File: config.mk
export PLATFORM = sky130hd
export DESIGN_NAME = xb_crc8_engine
export DESIGN_NICKNAME = d
export VERILOG_FILES = /design/src/rtl/xb_crc8_pkg.sv /design/src/rtl/xb_byte_fifo.sv /design/src/rtl/xb_crc8_engine.sv
export SDC_FILE = /design/constraint.sdc
export NUM_CORES = 1
export LEC_CHECK = 0
export ABC_AREA = 1
export BUFFER_PORTS_ARGS = -buffer_cell sky130_fd_sc_hd__buf_2
export CAP_MARGIN = 20
export CORE_MARGIN = 2
export CORE_UTILIZATION = 58
export CTS_CLUSTER_DIAMETER = 120
export CTS_CLUSTER_SIZE = 16
export DETAILED_ROUTE_END_ITERATION = 8
export MAX_ROUTING_LAYER = met4
export PLACE_DENSITY = 0.82
export RECOVER_POWER = 100
export SETUP_SLACK_MARGIN = 0.05
export SLEW_MARGIN = 10
export SYNTH_ARGS = -nofsm -noshare
export SYNTH_HDL_FRONTEND = slang
export SYNTH_HIERARCHICAL = 1
export SYNTH_SLANG_ARGS = --single-unit
File: constraint.sdc
create_clock -name clk -period 2.7 [get_ports clk]
set_clock_uncertainty 0.2 [all_clocks]
set_input_delay 0 -clock clk [delete_from_list [all_inputs] [get_ports clk]]
set_output_delay 0 -clock clk [all_outputs]
set_load 0.05 [all_outputs]
File: src/rtl/xb_crc8_pkg.sv
// Shared types and defaults for the bit-serial CRC-8 engine.
package xb_crc8_pkg;

    localparam int unsigned CRC_W = 8;

    localparam logic [CRC_W-1:0] CRC8_POLY_DEF = 8'h07;
    localparam logic [CRC_W-1:0] CRC8_INIT_DEF = 8'h00;

    typedef enum logic {
        ST_IDLE  = 1'b0,
        ST_SHIFT = 1'b1
    } crc_state_e;

    // One MSB-first CRC step; the x^8 term of the polynomial is implicit.
    function automatic logic [CRC_W-1:0] crc8_step(
        input logic [CRC_W-1:0] crc,
        input logic             din,
        input logic [CRC_W-1:0] poly
    );
        logic fb;
        fb = crc[CRC_W-1] ^ din;
        return {crc[CRC_W-2:0], 1'b0} ^ (fb ? poly : CRC_W'(0));
    endfunction

endpackage

File: src/rtl/xb_byte_fifo.sv
// Small byte FIFO with synchronous flush; caller qualifies push/pop against full/empty.
module xb_byte_fifo
    import xb_crc8_pkg::*;
#(
    parameter int unsigned DEPTH = 4
) (
    input  logic             clk,
    input  logic             rstn,
    input  logic             i_flush,
    input  logic             i_push,
    input  logic [CRC_W-1:0] i_din,
    input  logic             i_pop,
    output logic             o_full_c,
    output logic             o_empty_c,
    output logic [CRC_W-1:0] o_dout_c
);

    localparam int unsigned AW = $clog2(DEPTH);

    logic [CRC_W-1:0] r_mem [DEPTH];
    logic [AW-1:0]    r_wptr;
    logic [AW-1:0]    r_rptr;
    logic [AW:0]      r_count;

    // Pointers wrap naturally because DEPTH is a power of two.
    always_ff @(posedge clk or negedge rstn) begin
        if (!rstn) begin
            r_wptr  <= '0;
            r_rptr  <= '0;
            r_count <= '0;
        end else if (i_flush) begin
            r_wptr  <= '0;
            r_rptr  <= '0;
            r_count <= '0;
        end else begin
            if (i_push) r_wptr <= r_wptr + AW'(1);
            if (i_pop)  r_rptr <= r_rptr + AW'(1);
            case ({i_push, i_pop})
                2'b10:   r_count <= r_count + (AW+1)'(1);
                2'b01:   r_count <= r_count - (AW+1)'(1);
                default: r_count <= r_count;
            endcase
        end
    end

    always_ff @(posedge clk) begin
        if (i_push) r_mem[r_wptr] <= i_din;
    end

    assign o_full_c  = (r_count == (AW+1)'(DEPTH));
    assign o_empty_c = (r_count == '0);
    assign o_dout_c  = r_mem[r_rptr];

endmodule

File: src/rtl/xb_crc8_engine.sv
// Bit-serial CRC-8 engine behind an AVR register wrapper, one bit per enabled cycle.
// Define XB_CRC8_INFIFO_EN for a FIFO_DEPTH-entry input FIFO; otherwise a single holding register.
module xb_crc8_engine
    import xb_crc8_pkg::*;
#(
    parameter logic [CRC_W-1:0] POLY       = CRC8_POLY_DEF,
    parameter logic [CRC_W-1:0] INIT       = CRC8_INIT_DEF,
    parameter int unsigned      FIFO_DEPTH = 4
) (
    input  logic             clk,
    input  logic             rstn,
    input  logic             clken,
    input  logic             enable,
    input  logic             crc_clr,
    input  logic             data_ex1_we,
    input  logic [CRC_W-1:0] data_ex1,
    output logic [CRC_W-1:0] data_ex2,
    output logic             busy,
    output logic             overflow
);

    crc_state_e       r_state;
    crc_state_e       w_state_nxt;
    logic [2:0]       r_bit_cnt;
    logic [2:0]       w_bit_cnt_nxt;
    logic [CRC_W-1:0] r_shift;
    logic [CRC_W-1:0] w_shift_nxt;
    logic [CRC_W-1:0] r_crc;
    logic [CRC_W-1:0] w_crc_nxt;
    logic             r_ovf;

    logic             w_full;
    logic             w_empty;
    logic [CRC_W-1:0] w_dout;
    logic             w_flush;
    logic             w_push;
    logic             w_pop;

    // Clear wins over everything; a push into a full buffer is fine if a pop frees a slot.
    assign w_flush = clken & crc_clr;
    assign w_pop   = clken & ~crc_clr & enable & (r_state == ST_IDLE) & ~w_empty;
    assign w_push  = clken & ~crc_clr & data_ex1_we & (~w_full | w_pop);

`ifdef XB_CRC8_INFIFO_EN
    xb_byte_fifo #(
        .DEPTH (FIFO_DEPTH)
    ) u_fifo (
        .clk       (clk),
        .rstn      (rstn),
        .i_flush   (w_flush),
        .i_push    (w_push),
        .i_din     (data_ex1),
        .i_pop     (w_pop),
        .o_full_c  (w_full),
        .o_empty_c (w_empty),
        .o_dout_c  (w_dout)
    );
`else
    logic             r_hold_vld;
    logic [CRC_W-1:0] r_hold;
    logic             w_unused_depth;

    always_ff @(posedge clk or negedge rstn) begin
        if (!rstn) begin
            r_hold_vld <= 1'b0;
            r_hold     <= '0;
        end else if (w_flush) begin
            r_hold_vld <= 1'b0;
        end else if (w_push) begin
            r_hold_vld <= 1'b1;
            r_hold     <= data_ex1;
        end else if (w_pop) begin
            r_hold_vld <= 1'b0;
        end
    end

    assign w_full         = r_hold_vld;
    assign w_empty        = ~r_hold_vld;
    assign w_dout         = r_hold;
    assign w_unused_depth = |FIFO_DEPTH;
`endif

    always_ff @(posedge clk or negedge rstn) begin
        if (!rstn) begin
            r_state   <= ST_IDLE;
            r_bit_cnt <= '0;
            r_shift   <= '0;
            r_crc     <= INIT;
        end else if (clken) begin
            r_state   <= w_state_nxt;
            r_bit_cnt <= w_bit_cnt_nxt;
            r_shift   <= w_shift_nxt;
            r_crc     <= w_crc_nxt;
        end
    end

    // Everything holds while enable is low, so a paused byte resumes mid-shift.
    always_comb begin
        w_state_nxt   = r_state;
        w_bit_cnt_nxt = r_bit_cnt;
        w_shift_nxt   = r_shift;
        w_crc_nxt     = r_crc;
        if (crc_clr) begin
            w_state_nxt   = ST_IDLE;
            w_bit_cnt_nxt = '0;
            w_crc_nxt     = INIT;
        end else if (enable) begin
            case (r_state)
                ST_IDLE: begin
                    if (!w_empty) begin
                        w_shift_nxt   = w_dout;
                        w_bit_cnt_nxt = '0;
                        w_state_nxt   = ST_SHIFT;
                    end
                end
                ST_SHIFT: begin
                    w_crc_nxt     = crc8_step(r_crc, r_shift[CRC_W-1], POLY);
                    w_shift_nxt   = {r_shift[CRC_W-2:0], 1'b0};
                    w_bit_cnt_nxt = r_bit_cnt + 3'd1;
                    if (r_bit_cnt == 3'd7) w_state_nxt = ST_IDLE;
                end
                default: w_state_nxt = ST_IDLE;
            endcase
        end
    end

    always_ff @(posedge clk or negedge rstn) begin
        if (!rstn) begin
            r_ovf <= 1'b0;
        end else if (clken) begin
            if (crc_clr)                                  r_ovf <= 1'b0;
            else if (data_ex1_we && w_full && !w_pop)     r_ovf <= 1'b1;
        end
    end

    assign data_ex2 = r_crc;
    assign overflow = r_ovf;
    assign busy     = (r_state != ST_IDLE) || !w_empty;

endmodule
==> impl_metrics.json, run 1 <==
{
  "syn_area_um2": 1334,
  "synth_area_per_cell_um2": 8.661,
  "grt_start_max_net_pins": 31,
  "cts_buffers": 5,
  "yosysWarnings": 6,
  "start_util_pct": 60.88,
  "dpl.cell_count": 203,
  "violations": "max-capacitance violations, max-slew violations",
  "firstDrtPassIters": 7,
  "area_growth_pct": 33.30,
  "ys_async_sr_fraction_pct": 100.0,
  "critPathCaptureType": "flip-flop",
  "rr_worst_depth": 7,
  "cp_cell_sequence": "nor2_1 -> nand2_1 -> nand2_2 -> nand3_1 -> dlygate4sd3_1 -> nand2_1 -> dlygate4sd3_1",
  "num_io_pins": 24,
  "p_int_mw": 0.7540,
  "routedWlPerCell_um": 16.79,
  "via_per_inst": 5.908,
  "cts_sinks": 30,
  "clock.fmax_mhz": 380.4,
  "leakagePower_nw": 0.8869,
  "combPwrFrac_pct": 21.7,
  "max_cap_violations": 1,
  "setup_ws_ns": 0.07094,
  "grt_pass1_wl_um": 6334,
  "synth_top_family_by_area": "simple AND/OR/NAND/NOR gates",
  "p_sw_share_pct": 31.77,
  "diodes": 0,
  "clk_pin_slew_ns": 0.10,
  "critPathMaxStageDelay_ns": 0.61,
  "gp_congestion": 0.7968,
  "rows": 17,
  "start_kind": "flip-flop",
  "post-place-ws_ns": 1.138,
  "postCtsSetupRepairBufs": 0,
  "r2r_slack_ns": 0.07,
  "synth_compound_area_share_pct": 9.006,
  "p_total_mw": 1.105,
  "max-slew-margin-rel_pct": -3.163,
  "synth-simple-area-share_pct": 28.24,
  "postLayoutCellArea_um2": 1778,
  "yosysTopAreaCellShare_pct": 56.29,
  "syn_inst": 154,
  "nNetsFinal": 225,
  "cp_data_required_time_ns": 2.78,
  "totalWireLength_um": 3995,
  "track_usage_pct": 35.07,
  "r2r-end": "r_hold[4]",
  "timing.rr.start": "r_state",
  "critPathMaxFanout": 13,
  "synth-seq-cells": 30,
  "crit_slowest_cell": "dlygate4sd3_1",
  "power.density_nw_per_um2": 621.5,
  "crit_type": "flip-flop to flip-flop",
  "clockPowerShare_pct": 25.6,
  "syn-num-nets": 170,
  "fin_cells": 238,
  "drtAntennaViolNets": 0,
  "setup_viol": 0,
  "port_buffers": 23,
  "htreeDepth": 2,
  "fin_crit_sh_pct": 97.37,
  "synth.distinct_cells": 17,
  "antenna_found_initial": 0,
  "period_minus_slack_ns": 2.629,
  "status": "finished with violations",
  "slew_viol_final": 31,
  "synth.mux.area_fraction_pct": 0,
  "synth.area.top_cells": "dfrtp_1 (56%), nand2_1 (15%), nand3_1 (6.4%), o21ai_0 (6.4%), or2_2 (3.3%)",
  "startpoint": "r_state",
  "synth-edff-count": 0,
  "drive_above_1_share_pct": 14.29,
  "grt_pass1_vias": 1366,
  "die_w_um": 51.96,
  "hp-class": "flip-flop to flip-flop",
  "dp_hpwl_um": 1845,
  "hold_viol": 0,
  "grt-ovfl-total": 0,
  "core_area_um2": 2191,
  "p_sw_mw": 0.3511,
  "clockBufferDepth": 2,
  "yosysTopAreaCell": "dfrtp_1",
  "synthXorXnorAreaFrac_pct": 0,
  "die-area_um2": 2699,
  "peakVddDrop_uv": 538.7,
  "tightest_slew_ns": 1.547,
  "vias": 1406,
  "drc": 0,
  "die_y_um": 51.96,
  "synth_common_cells": "nand2_1 (52), dfrtp_1 (30), nand3_1 (17), o21ai_0 (17), inv_1 (11)",
  "placed_cell_area_um2": 1468,
  "rsz0062_at_grt": "false",
  "clk_latency_ns": 0.34,
  "cts_tree": "yes",
  "cts_root_buffer": "clkbuf_4",
  "synth_ff_type": "dfrtp_1",
  "crit_end": "r_hold[4]",
  "synthAdderAreaFrac_pct": 1.876,
  "p_seq_share_pct": 52.7,
  "fin_tns_setup_ns": 0,
  "synthMostInstantiatedCell": "nand2_1",
  "ys_seq_area_share_pct": 56.29,
  "cp.arrival_ns": 2.71,
  "first_iter_violations": 110
}
==> power groups by stage <==
stage	Sequential (mW)	Clock, mW	Combinational (mW)
after floorplan	0.574	0	0.141
after detailed placement	0.577	0	0.198
after global placement	0.579	0	0.188
after CTS	0.572	0.281	0.229
after global routing	0.589	0.307	0.268
final	0.582	0.283	0.240
==> layer usage <==
layer  GRT usage [%]  up-vias  wire length (um)
li1                -      609                 -
met1           40.88      631              1429
met2           54.01      128              1888
met3           12.36       38               426
met4           17.11        0               250
met5               -        -                 0
==> layout make-up <==
cell class	instances	area (um^2)
Tap cell	28	35.03
Fill cell	125	412.9
Sequential cell	30	752.0
Clock inverter	1	5.005
Clock buffer	7	55.05
Multi-Input combinational cell	110	514.2
Timing Repair Buffer	50	371.6
Inverter	12	45.04
==> flip-flops by register name, indices dropped and copies added, names as in the netlist <==
register and flops:
r_hold_vld 1, r_shift 8, r_bit_cnt 3, r_state 1
overflow 1, data_ex2 8, r_hold 8
==> worst min-delay path by stage <==
stage | cells past startpoint | start | slack (ns) | end
finish | 2 | r_shift[0] | 0.30 | r_shift[0]
CTS | 2 | rstn | 0.04 | r_hold[5]
floorplan | 0 | rstn | -0.50 | data_ex2[0]
global placement | 1 | rstn | -0.15 | data_ex2[2]
global route | 2 | r_shift[1] | 0.33 | r_shift[1]
detailed placement | 1 | rstn | -0.14 | data_ex2[0]
==> per-stage QoR <==
step                utilization, %  hold slack (ns)
floorplan                        -          -0.4956
global placement             66.99          -0.1478
detailed placement           66.99          -0.1368
CTS                          82.07          0.03906
global route                 81.15           0.3307
finish                       81.15           0.2992
==> layout by cell type, fill, tap and decap left out <==
| master | count |
|---|---|
| buf_2 | 12 |
| clkbuf_1 | 12 |
| clkbuf_4 | 5 |
| clkbuf_8 | 1 |
| clkinv_2 | 1 |
| dfrtp_1 | 29 |
| dfrtp_2 | 1 |
| dlygate4sd3_1 | 27 |
| ha_1 | 2 |
| inv_1 | 11 |
| inv_2 | 1 |
| nand2_1 | 53 |
| nand2_2 | 2 |
| nand3_1 | 17 |
| nand3b_1 | 1 |
| nor2_1 | 4 |
| o21ai_0 | 18 |
| o21ai_1 | 1 |
| o22ai_1 | 4 |
| or2_0 | 1 |
| or2_2 | 7 |
==> repair_timing <==
item                       CTS  global route
setup endpoints to repair    0             2
resized for setup            0             1
hold buffers                27             0
hold endpoints to repair    48             0
==> kinds of logic (layout without fill, tap and decap cells) <==
kind of cell	count (synthesis)	in the layout
AND/OR/NAND/NOR	85	85
buffers and inverters	14	70
AO/OA/AOI/OAI	23	23
adder cells (fa/ha/maj)	2	2
flip-flops	30	30
==> worst max-delay path, delay by kind of cell, from the launching register on <==
family | cells | cell delay, ns
buffers and inverters | 2 | 1.18
AND/OR/NAND/NOR | 5 | 0.69
flip-flops | 1 | 0.49
(Power assumes the default switching activity.)
==> inputs of run 2 (changes only) <==
CELL_PAD_IN_SITES_DETAIL_PLACEMENT = 1   (was not set)
CELL_PAD_IN_SITES_GLOBAL_PLACEMENT = 1   (was not set)
CORE_UTILIZATION = 43   (was 58)
PLACE_DENSITY = not set   (was 0.82)
PLACE_DENSITY_LB_ADDON = 0.1   (was not set)
==> run 2 against run 1 <==
- the run still ends with max-capacitance violations, max-slew violations left
- first-iteration DRC count fell by 32%
- routed wire length rose by 3.7%
- core utilization fell by 23 points
- register-to-register slack improved by 0.30 ns
- largest power group unchanged
==> impl_metrics.json, run 2 (same netlist as run 1, synthesis figures left out) <==
{
  "status": "finished with violations",
  "violations": "max-capacitance violations, max-slew violations",
  "num_io_pins": 24,
  "grt_pass1_vias": 1374,
  "drc": 0,
  "multi_input_area_um2": 514.2,
  "antenna_found_initial": 0,
  "clock.fmax_mhz": 427.6,
  "p_total_mw": 1.097,
  "totalWireLength_um": 4141,
  "gp_congestion": 0.7646,
  "diodes": 0,
  "slew_viol_final": 31,
  "cp_cell_sequence": "dlygate4sd3_1 -> clkbuf_1 -> nand2_1 -> nor2_2 -> dlygate4sd3_1 -> inv_1 -> nand2_1 -> dlygate4sd3_1",
  "crit_type": "primary input to flip-flop",
  "cts_tree": "yes",
  "max_cap_violations": 1,
  "r2r-end": "r_hold[3]",
  "start_util_pct": 44.42,
  "post-place-ws_ns": 1.005,
  "clk_latency_ns": 0.33,
  "rsz0062_at_grt": "false",
  "area_growth_pct": 31.33,
  "max-slew-margin-rel_pct": -7.176,
  "cts_sinks": 30,
  "nNetsFinal": 222,
  "post-route-util_pct": 58.33,
  "register_area_um2": 750.7,
  "combPwrFrac_pct": 21.0,
  "hold_viol": 0,
  "tightest_slew_ns": 1.608,
  "fin_crit_sh_pct": 86.62,
  "clk_pin_slew_ns": 0.10,
  "dp_hpwl_um": 2259,
  "rows": 20,
  "clockPowerShare_pct": 26.6,
  "setup_ws_ns": 0.3613,
  "p_sw_mw": 0.3520,
  "drive_above_1_share_pct": 13.53,
  "clockBufferDepth": 2,
  "r2r_slack_ns": 0.37,
  "p_seq_share_pct": 52.4,
  "leakagePower_nw": 0.8667,
  "start_kind": "primary input",
  "setup_viol": 0,
  "crit_slowest_cell": "dlygate4sd3_1",
  "routedWlPerCell_um": 17.25,
  "firstDrtPassIters": 4,
  "via_per_inst": 5.308,
  "whs_ns": 0.06105,
  "cp.arrival_ns": 2.41,
  "htreeDepth": 2,
  "fill_cells": 352,
  "grt-ovfl-total": 0,
  "min_path_cells": 6,
  "first_iter_violations": 75,
  "grt_pass1_wl_um": 6720,
  "period_minus_slack_ns": 2.339,
  "critPathMaxFanout": 10,
  "critPathCaptureType": "flip-flop",
  "final_cell_mix": "nand2_1 (54), dfrtp_1 (30), dlygate4sd3_1 (24)",
  "die-area_um2": 3563,
  "p_sw_share_pct": 32.09,
  "die_w_um": 59.70,
  "cts_root_buffer": "clkbuf_4",
  "final_common_cell": "nand2_1",
  "die_y_um": 59.70,
  "rr_worst_depth": 6,
  "cp_data_required_time_ns": 2.77,
  "hold_start": "data_ex1_we",
  "port_buffers": 23,
  "ctsResizeCount": 0,
  "timing.rr.start": "r_state",
  "critPathMaxStageDelay_ns": 0.62,
  "power.density_nw_per_um2": 626.2,
  "track_usage_pct": 27.86,
  "p_int_mw": 0.7449,
  "drtAntennaViolNets": 0,
  "grt_start_max_net_pins": 31,
  "whs_endpoint": "r_hold[0]",
  "core_area_um2": 3003,
  "fin_tns_setup_ns": 0,
  "hp-class": "primary input to flip-flop",
  "cts_buffers": 5,
  "peakVddDrop_uv": 349.8,
  "vias": 1274,
  "cpMostUsedCell": "dlygate4sd3_1"
}
## run 2: cell types whose count changed in the layout (fill, tap and decap cells not counted)
cell / previous run / this run
dlygate4sd3_1: 27 / 24
buf_2: 12 / 11
clkbuf_1: 12 / 13
dfrtp_1: 29 / 30
dfrtp_2: 1 / 0
nand2_1: 53 / 54
nand2_2: 2 / 1
nor2_1: 4 / 3
nor2_2: 0 / 1
## run 2: layout make-up
| cell class | instances | share of cell area (%) |
|---|---|---|
| Clock buffer | 7 | 3.143 |
| Timing Repair Buffer | 47 | 19.43 |
| Tap cell | 33 | 2.357 |
| Multi-Input combinational cell | 110 | 29.36 |
| Clock inverter | 1 | 0.2857 |
| Sequential cell | 30 | 42.86 |
| Inverter | 12 | 2.571 |
## run 2: power by group through the flow
stage	clock network [mW]	logic, mW	registers, mW
2_1_floorplan	0	0.141	0.574
3_3_place_gp	0	0.194	0.580
3_5_place_dp	0	0.205	0.581
4_1_cts	0.295	0.231	0.573
5_1_grt	0.314	0.262	0.584
6_report	0.291	0.231	0.575
## run 2: per-layer routing
metal	wire length, um	GRT usage, %	part of all wire, %
met5	0	-	0
met4	159	14.92	3.8
met3	140	6.926	3.4
met2	2116	45.03	51
met1	1726	31.65	42
## run 2: what timing repair did
item | 4_1_cts | 5_1_grt
endpoints found under the setup margin | 0 | 1
hold endpoints to repair | 46 | 0
buffers inserted | 0 | 0
hold buffers | 25 | 0
## run 2: per-stage QoR
stage / area [um^2] / instances
global route: 1752 / 240
global placement: 1474 / 208
floorplan: 1334 / 154
finish: 1752 / 240
CTS: 1784 / 241
detailed placement: 1474 / 208
## run 2: how the worst max path moves through the flow
stage / from / end / slack (ns)
floorplan: data_ex2[7] / data_ex2[2] / 1.33
global placement: r_state / data_ex2[2] / 1.20
detailed placement: r_state / data_ex2[2] / 1.00
CTS: enable / r_state / 0.22
global route: r_state / r_hold[3] / 0.24
finish: clken / r_hold_vld / 0.36
## run 2: critical path: cells and delay by family
kind | cells | cell delay (ns)
buffers and inverters | 5 | 1.90
and+or+nand+nor | 3 | 0.49
==> inputs of run 3 (changes only) <==
CORE_UTILIZATION = 40   (was 43)
clock period = 2.4 ns   (was 2.7 ns; I/O delays follow)
==> run 3 against run 2 <==
- the flow still finishes with violations (max-capacitance violations, max-slew violations)
- clock-buffer cell count shrank 1
- critical path type unchanged
- critical endpoint unchanged
- worst setup slack lost 0.24 ns
- largest power group unchanged
- sequential share of layout area shrank 0.21 points
- combinational power grew 6%
- global-route usage shrank 6.8 points
==> impl_metrics.json, run 3 (same netlist as run 1, synthesis figures left out) <==
{
  "crit_type": "primary input to flip-flop",
  "start_util_pct": 42.98,
  "hp-class": "primary input to flip-flop",
  "track_usage_pct": 21.05,
  "die_w_um": 61.75,
  "drtAntennaViolNets": 0,
  "via_per_inst": 4.880,
  "critPathMaxFanout": 10,
  "num_io_pins": 24,
  "peakVddDrop_uv": 425.0,
  "cp_data_required_time_ns": 2.47,
  "fin_crit_sh_pct": 94.81,
  "vias": 1220,
  "dp_hpwl_um": 2183,
  "slew_viol_final": 31,
  "start_kind": "primary input",
  "totalWireLength_um": 3271,
  "die-area_um2": 3812,
  "leakagePower_nw": 0.8620,
  "drc": 0,
  "cts_tree": "yes",
  "postCtsSetupRepairBufs": 0,
  "postLayoutCellArea_um2": 1760,
  "port_buffers": 23,
  "final_common_cell": "nand2_1",
  "rsz0062_at_grt": "false",
  "period_minus_slack_ns": 2.275,
  "setup_viol": 0,
  "hold_viol": 0,
  "clock.fmax_mhz": 439.5,
  "max_cap_violations": 1,
  "violations": "max-capacitance violations, max-slew violations",
  "core_area_um2": 3103,
  "p_total_mw": 1.218,
  "cts_sinks": 30,
  "first_iter_violations": 50,
  "htreeDepth": 2,
  "tightest_slew_ns": 1.584,
  "nNetsFinal": 221,
  "area_growth_pct": 31.99,
  "cp.arrival_ns": 2.35,
  "critPathCaptureType": "flip-flop",
  "max-slew-margin-rel_pct": -5.588,
  "final_cell_mix": "nand2_1 (54), dfrtp_1 (30), dlygate4sd3_1 (23)",
  "clockBufferDepth": 2,
  "fin_tns_setup_ns": 0,
  "cts_root_buffer": "clkbuf_4",
  "grt_pass1_wl_um": 5602,
  "grt_pass1_vias": 1307,
  "routedWlPerCell_um": 13.08,
  "status": "finished with violations",
  "drive_above_1_share_pct": 14.56,
  "grt_start_max_net_pins": 31,
  "placed_cell_area_um2": 1488,
  "whs_ns": 0.02318,
  "clk_latency_ns": 0.34,
  "fill_cells": 400,
  "die_y_um": 61.75,
  "antenna_found_initial": 0,
  "rows": 20,
  "gp_congestion": 0.7708,
  "clk_pin_slew_ns": 0.10,
  "power.density_nw_per_um2": 692.0,
  "firstDrtPassIters": 4,
  "diodes": 0,
  "cts_buffers": 5,
  "grt-ovfl-total": 0
}
run 3: final cells by class:
cell class	instances	area (um^2)	area share, %
clock buffers	6	51.30	2.914
clock inverters	2	12.51	0.7107
inverters	12	45.04	2.559
multi-input cells	110	514.2	29.21
flip-flops and latches	30	750.7	42.64
well taps	44	55.05	3.127
repair buffers	46	331.6	18.83
run 3: path summary, 6_finish.rpt:
path | startpoint | to | slack [ns] | cells after the start
worst max-delay path | crc_clr | r_hold_vld | 0.12 | 7
worst min-delay path | data_ex1_we | r_hold[3] | 0.02 | 6
worst max register to register | r_state | r_hold[7] | 0.37 | 6
worst min register to register | r_hold[3] | r_hold[3] | 0.28 | 2
max in group asynchronous | rstn | overflow | 0.69 | 2
min in group asynchronous | rstn | r_bit_cnt[0] | 0.38 | 2
run 3: critical path, stage by stage:
cell,delay (ns)
dlygate4sd3_1,0.55
buf_2,0.17
nor2_2,0.35
dlygate4sd3_1,0.62
inv_1,0.05
nand2_1,0.05
dlygate4sd3_1,0.54
run 3: per-layer routing:
layer	GRT usage (%)	wire, um	part of all wire [%]	vias to the layer above
li1	-	-	-	603
met1	21.58	1382	42	586
met2	37.44	1697	52	24
met3	6.004	138	4.2	7
met4	8.815	51	1.6	0
met5	-	0	0	-
run 3: timing repair:
action / 4_1_cts / 5_1_grt
hold endpoints to repair: 48 / 0
endpoints found under the setup margin: 0 / 8
hold buffers: 24 / 0
resized for setup: 0 / 1
run 3: power by group:
group | switching, mW | internal [mW] | leakage [nW]
clock | 0.189 | 0.141 | 0.0343
sequential | 0.0517 | 0.591 | 0.395
combinational | 0.143 | 0.103 | 0.433
total | 0.383 | 0.835 | 0.862
run 3: metrics by stage:
stage | utilization (%) | std cells | setup slack, ns
global route | 56.73 | 250 | 0.03657
detailed placement | 47.94 | 219 | 0.7400
global placement | 47.94 | 219 | 0.8714
floorplan | - | 154 | 1.033
finish | 56.73 | 250 | 0.1246
CTS | 57.74 | 251 | 0.1460
